--- config.mk ---
export PLATFORM = sky130hd
export DESIGN_NAME = riv_rdy_vld_rr_arbiter
export DESIGN_NICKNAME = d
export VERILOG_FILES = /design/src/rtl/riv_rdy_vld_arb_pkg.sv /design/src/rtl/riv_rdy_vld_out_reg.sv /design/src/rtl/riv_rdy_vld_rr_arbiter.sv
export SDC_FILE = /design/constraint.sdc
export NUM_CORES = 1
export LEC_CHECK = 0
export CAP_MARGIN = 20
export CORE_MARGIN = 2
export CORE_UTILIZATION = 39
export CTS_BUF_LIST = sky130_fd_sc_hd__clkbuf_4 sky130_fd_sc_hd__clkbuf_8 sky130_fd_sc_hd__clkbuf_16
export DETAILED_ROUTE_END_ITERATION = 12
export HOLD_SLACK_MARGIN = 0.12
export PLACE_DENSITY_LB_ADDON = 0.2
export RECOVER_POWER = 100
export REMOVE_ABC_BUFFERS = 1
export SETUP_SLACK_MARGIN = 0.1
export SLEW_MARGIN = 20
export SYNTH_ARGS = -nofsm -noshare
export SYNTH_HDL_FRONTEND = slang
export SYNTH_SLANG_ARGS = --single-unit
--- constraint.sdc ---
create_clock -name clk -period 3.3 [get_ports clk]
set_input_delay 0.66 -clock clk [delete_from_list [all_inputs] [get_ports clk]]
set_output_delay 0.66 -clock clk [all_outputs]
set_load 0.02 [all_outputs]
--- src/rtl/riv_rdy_vld_arb_pkg.sv ---
// Shared types and helpers for the round-robin packet-locked ready/valid arbiter.
package riv_rdy_vld_arb_pkg;

    typedef enum logic {
        ST_IDLE   = 1'b0,
        ST_LOCKED = 1'b1
    } arb_state_e;

    localparam int unsigned MAX_REQ  = 16;
    localparam int unsigned MAX_ID_W = 4;

    typedef struct packed {
        logic                found;
        logic [MAX_ID_W-1:0] idx;
    } pick_t;

    // Index width for n requesters, never narrower than one bit.
    function automatic int unsigned id_width(input int unsigned n);
        return (n > 1) ? $clog2(n) : 1;
    endfunction

    // First set bit of req[n-1:0] searching upward from ptr, wrapping at n.
    function automatic pick_t rr_pick(input logic [MAX_REQ-1:0]  req,
                                      input logic [MAX_ID_W-1:0] ptr,
                                      input int unsigned         n);
        pick_t               res;
        logic [MAX_ID_W-1:0] j;
        res = '0;
        for (int unsigned k = 0; k < MAX_REQ; k++) begin
            j = MAX_ID_W'((32'(ptr) + k) % n);
            if (k < n && !res.found && req[j]) begin
                res.found = 1'b1;
                res.idx   = j;
            end
        end
        return res;
    endfunction

endpackage

--- src/rtl/riv_rdy_vld_out_reg.sv ---
// One-entry registered ready/valid stage; the producer may load whenever the
// slot is empty or is being drained in the same cycle.
module riv_rdy_vld_out_reg #(
    parameter int unsigned W = 8
) (
    input  logic         clk,
    input  logic         rst_n,
    input  logic         load_i,
    input  logic [W-1:0] payload_i,
    input  logic         out_ready_i,
    output logic         can_load_o,
    output logic         out_valid_o,
    output logic [W-1:0] out_payload_o
);

    logic         valid_q, valid_d;
    logic [W-1:0] payload_q, payload_d;

    always_comb begin
        valid_d   = valid_q;
        payload_d = payload_q;
        if (load_i) begin
            valid_d   = 1'b1;
            payload_d = payload_i;
        end else if (valid_q && out_ready_i) begin
            valid_d = 1'b0;
        end
    end

    always_ff @(posedge clk or negedge rst_n) begin
        if (!rst_n) begin
            valid_q   <= 1'b0;
            payload_q <= '0;
        end else begin
            valid_q   <= valid_d;
            payload_q <= payload_d;
        end
    end

    assign can_load_o    = ~valid_q | out_ready_i;
    assign out_valid_o   = valid_q;
    assign out_payload_o = payload_q;

endmodule

--- src/rtl/riv_rdy_vld_rr_arbiter.sv ---
// Round-robin arbiter that locks a grant for a whole packet and feeds a single
// registered ready/valid sink; also reports busy and a wrapping packet count.
module riv_rdy_vld_rr_arbiter
    import riv_rdy_vld_arb_pkg::*;
#(
    parameter  int unsigned N_REQ  = 4,
    parameter  int unsigned DATA_W = 32,
    parameter  int unsigned CNT_W  = 16,
    localparam int unsigned ID_W   = id_width(N_REQ)
) (
    input  logic                    clk,
    input  logic                    rst_n,
    input  logic [N_REQ-1:0]        s_valid,
    output logic [N_REQ-1:0]        s_ready,
    input  logic [N_REQ*DATA_W-1:0] s_data,
    input  logic [N_REQ-1:0]        s_last,
    output logic                    m_valid,
    input  logic                    m_ready,
    output logic [DATA_W-1:0]       m_data,
    output logic                    m_last,
    output logic [ID_W-1:0]         m_id,
    output logic                    busy,
    output logic [CNT_W-1:0]        pkt_count
);

    localparam int unsigned PW = ID_W + 1 + DATA_W;

    arb_state_e         state_q, state_d;
    logic [ID_W-1:0]    rr_ptr_q, rr_ptr_d;
    logic [ID_W-1:0]    grant_q, grant_d;
    logic [CNT_W-1:0]   pkt_cnt_q, pkt_cnt_d;

    logic [MAX_REQ-1:0] req_vec;
    pick_t              pick;
    logic               can_load;
    logic               accept;
    logic               beat_valid;
    logic               beat_last;
    logic [DATA_W-1:0]  beat_data;
    logic [PW-1:0]      out_payload;

    assign req_vec = MAX_REQ'(s_valid);
    assign pick    = rr_pick(req_vec, MAX_ID_W'(rr_ptr_q), N_REQ);

    always_comb begin
        beat_valid = 1'b0;
        beat_last  = 1'b0;
        beat_data  = '0;
        for (int unsigned i = 0; i < N_REQ; i++) begin
            if (ID_W'(i) == grant_q) begin
                beat_valid = s_valid[i];
                beat_last  = s_last[i];
                beat_data  = s_data[i*DATA_W +: DATA_W];
            end
        end
    end

    // Arbitration happens only in IDLE; a grant stays put until its last beat is taken.
    always_comb begin
        state_d   = state_q;
        rr_ptr_d  = rr_ptr_q;
        grant_d   = grant_q;
        pkt_cnt_d = pkt_cnt_q;
        s_ready   = '0;
        accept    = 1'b0;
        case (state_q)
            ST_IDLE: begin
                if (pick.found) begin
                    grant_d = ID_W'(pick.idx);
                    state_d = ST_LOCKED;
                end
            end
            ST_LOCKED: begin
                s_ready = N_REQ'(can_load) << grant_q;
                accept  = beat_valid & can_load;
                if (accept && beat_last) begin
                    state_d   = ST_IDLE;
                    rr_ptr_d  = (grant_q == ID_W'(N_REQ - 1)) ? '0 : grant_q + 1'b1;
                    pkt_cnt_d = pkt_cnt_q + 1'b1;
                end
            end
            default: state_d = ST_IDLE;
        endcase
    end

    always_ff @(posedge clk or negedge rst_n) begin
        if (!rst_n) begin
            state_q   <= ST_IDLE;
            rr_ptr_q  <= '0;
            grant_q   <= '0;
            pkt_cnt_q <= '0;
        end else begin
            state_q   <= state_d;
            rr_ptr_q  <= rr_ptr_d;
            grant_q   <= grant_d;
            pkt_cnt_q <= pkt_cnt_d;
        end
    end

    riv_rdy_vld_out_reg #(
        .W (PW)
    ) u_out_reg (
        .clk           (clk),
        .rst_n         (rst_n),
        .load_i        (accept),
        .payload_i     ({grant_q, beat_last, beat_data}),
        .out_ready_i   (m_ready),
        .can_load_o    (can_load),
        .out_valid_o   (m_valid),
        .out_payload_o (out_payload)
    );

    assign {m_id, m_last, m_data} = out_payload;
    assign busy      = (state_q == ST_LOCKED);
    assign pkt_count = pkt_cnt_q;

endmodule

==> impl_metrics.json <==
{
  "status": "complete, but fails checks",
  "violations": "max-capacitance violations, max-slew violations",
  "vdd_drop_max_v": 0.000415,
  "synth.ff_latch_count": 57,
  "ant_nets": 0,
  "fillerInstances": 734,
  "fmax_mhz": 334,
  "grt_overflow": 0,
  "hold_path.class": "reg2reg",
  "report.final.slew_viol_count": 33,
  "finalSetupViolations": 0,
  "post_cts_resized": 0,
  "cts_hold_buf": 0,
  "drt_pass1_iterations": 4,
  "arrival_ns": 2.33,
  "grt_pass1_wl_mm": 18.0,
  "layout_min_cycle_time_ns": 2.99,
  "slew-limit-headroom_pct": -12.8,
  "required_ns": 2.64,
  "vias": 3662,
  "routedWlPerCell_microns": 16.2,
  "gp_congestion": 0.894,
  "power.total_mw": 4.83,
  "die_h_microns": 97.7,
  "htreeDepth": 3,
  "regArea_sq_um": 1430,
  "synth_compound_area_share_pct": 21.8,
  "viasPerCell": 5.36,
  "post_cts_buffers": 0,
  "hold_viol_final": 0,
  "clkSinkCount": 57,
  "area_delta_synth_final_pct": 63.4,
  "yosys-top-cells-area": "dfrtp_1, a21oi_1, a221oi_1, nor2b_1, nor3_1",
  "tightest_slew_ns": 1.69,
  "synth_top_family_by_area": "simple AND/OR/NAND/NOR gates",
  "dpl.hpwl_mm": 8.48,
  "die_w_microns": 97.7,
  "multi_input_area_sq_um": 1760,
  "synthAdderAreaFrac_pct": 1.83,
  "power.leakage_nw": 2.30,
  "postSynthCellCount": 387,
  "syn_area_sq_um": 3420,
  "io_buffers": 195,
  "root_buffer": "clkbuf_8",
  "drv_cap": 1,
  "end_kind": "output pin",
  "clock_path_buffers": 2,
  "start_kind": "input port",
  "antenna_found_initial": 0,
  "grt_pass1_vias": 3627,
  "wl_mm": 11.1,
  "core_area_sq_um": 8590,
  "clkTransAtPathRegs_ns": 0.06,
  "rsz0062_at_grt": "no",
  "power_density_nw_per_um2": 865,
  "numCtsBuffers": 9,
  "cts_tree": "built",
  "fin_cells": 683,
  "path_max_fanout": 3,
  "pre_cts_slack_ns": 0.353,
  "antennaDiodeCount": 0,
  "clkLatencyLatePin_ns": 0.33,
  "clock-skew-final_ns": 0.00868,
  "setup-tns-final_ns": 0,
  "drtIter0Drc": 124,
  "fp.dieArea_sq_um": 9540,
  "r2r_slack_ns": 0.45,
  "post-route-worst-setup-slack_ns": 0.309,
  "rows": 34,
  "final_net_count": 715,
  "grt_max_degree": 39,
  "ys_types": 41,
  "finalCritPeriodShare_pct": 90.6,
  "num_io_pins": 196,
  "yosys.area.top_type": "dfrtp_1",
  "drc_errors": 0,
  "drive_gt1_share_pct": 5.91,
  "synth_seq_area_share_pct": 41.7,
  "synth_xor_area_share_pct": 3.84,
  "synthSimpleGateAreaFrac_pct": 23.8,
  "ys_warn_count": 0,
  "gr-usage-all-layers_pct": 23.3,
  "dp.cells": 668,
  "worstSetupPathType": "in2out",
  "final_common_cell": "clkdlybuf4s50_1",
  "final_cell_mix": "clkdlybuf4s50_1, a21oi_1, dlygate4sd3_1",
  "muxShareOfSynthArea_pct": 1.24,
  "initial_core_util_pct": 39.8,
  "synth_top_area_share_pct": 41.7,
  "avgSynthCellArea_sq_um": 8.84
}
==> Yosys cell counts <==
cell and count:
xor2_1 10, and3b_1 1, a221oi_1 31, buf_1 2
xnor2_1 5, o221ai_1 2, and2_1 1, nor4_4 2
nor3_1 34, ha_1 5, mux2_2 2, a2111oi_4 1
o21ai_0 6, and3_1 3, nand2_1 11, and4bb_2 1
dfrtp_1 57, a21o_1 1, a211o_1 1, a21oi_1 68
nor2b_1 32, nor4_1 1, inv_1 11, a22oi_1 1
clkbuf_1 22, nand2b_1 3, nor4b_4 1, nand4_1 2
buf_2 4, nor3_2 4, buf_6 4, a41o_1 1
a21oi_2 1, or4_1 1, o22ai_1 1, nand3_1 4
nor2_1 45, a221o_1 1, mux2i_1 2, or3_1 1
or4_4 1
==> registers in the layout (all words and copies together) (netlist names) <==
register / cells
busy: 1
pkt_count: 16
grant_q: 2
u_out_reg.out_payload_o: 35
u_out_reg.out_valid_o: 1
rr_ptr_q: 2
==> worst max-delay path, cell delays in order <==
cell and delay (ns):
clkdlybuf4s50_1 0.45, nand2b_1 0.18, and2_1 0.18, nand2_1 0.08
nor2_1 0.09, dlygate4sd3_1 0.68
==> layout make-up <==
class	count	share of cell area [%]
sequential	57	25.5
inverter	11	0.739
clock inverter	2	0.627
multi-input combinational	287	31.5
timing repair buffer	205	36.0
tap	108	2.42
clock buffer	13	3.20
==> kinds of logic (layout without fill, tap and decap cells) <==
logic type      Yosys count  in the layout
compound gates          115            115
fa+ha+maj                 5              5
simple gates            148            148
flops                    57             57
xor+xnor                 15             15
mux                       4              4
buf+inv                  43            231
==> routing by layer <==
| metal | GRT usage [%] | vias to the layer above | part of all wire (%) |
|---|---|---|---|
| met1 | 27.7 | 1745 | 42 |
| met5 | 0 | - | 0 |
| met2 | 41.5 | 134 | 51 |
| li1 | - | 1767 | - |
| met4 | 7.59 | 0 | 1.7 |
| met3 | 5.11 | 16 | 5.6 |
==> final timing paths <==
path | endpoint | cells after the start | start
min | u_out_reg.out_payload_o[32] | 1 | u_out_reg.out_payload_o[32]
max in group asynchronous | u_out_reg.out_payload_o[4] | 2 | rst_n
min in group asynchronous | u_out_reg.out_payload_o[10] | 1 | rst_n
max reg2reg | u_out_reg.out_payload_o[19] | 9 | grant_q[1]
min reg2reg | u_out_reg.out_payload_o[32] | 1 | u_out_reg.out_payload_o[32]
max | s_ready[2] | 6 | m_ready
==> stage by stage <==
step	area, sq um	hold slack (ns)	util [%]
floorplan	3270	0.364	-
global placement	5440	0.465	63.3
detailed placement	5440	0.477	63.3
CTS	5650	0.400	65.8
global route	5590	0.488	65.0
finish	5590	0.479	65.0
==> power by group <==
part	switching, mW	internal [mW]	leakage [nW]
logic	1.69	1.28	1.51
registers	0.173	0.999	0.678
clock network	0.265	0.426	0.112
No activity file was read; power rests on OpenSTA's default activity.
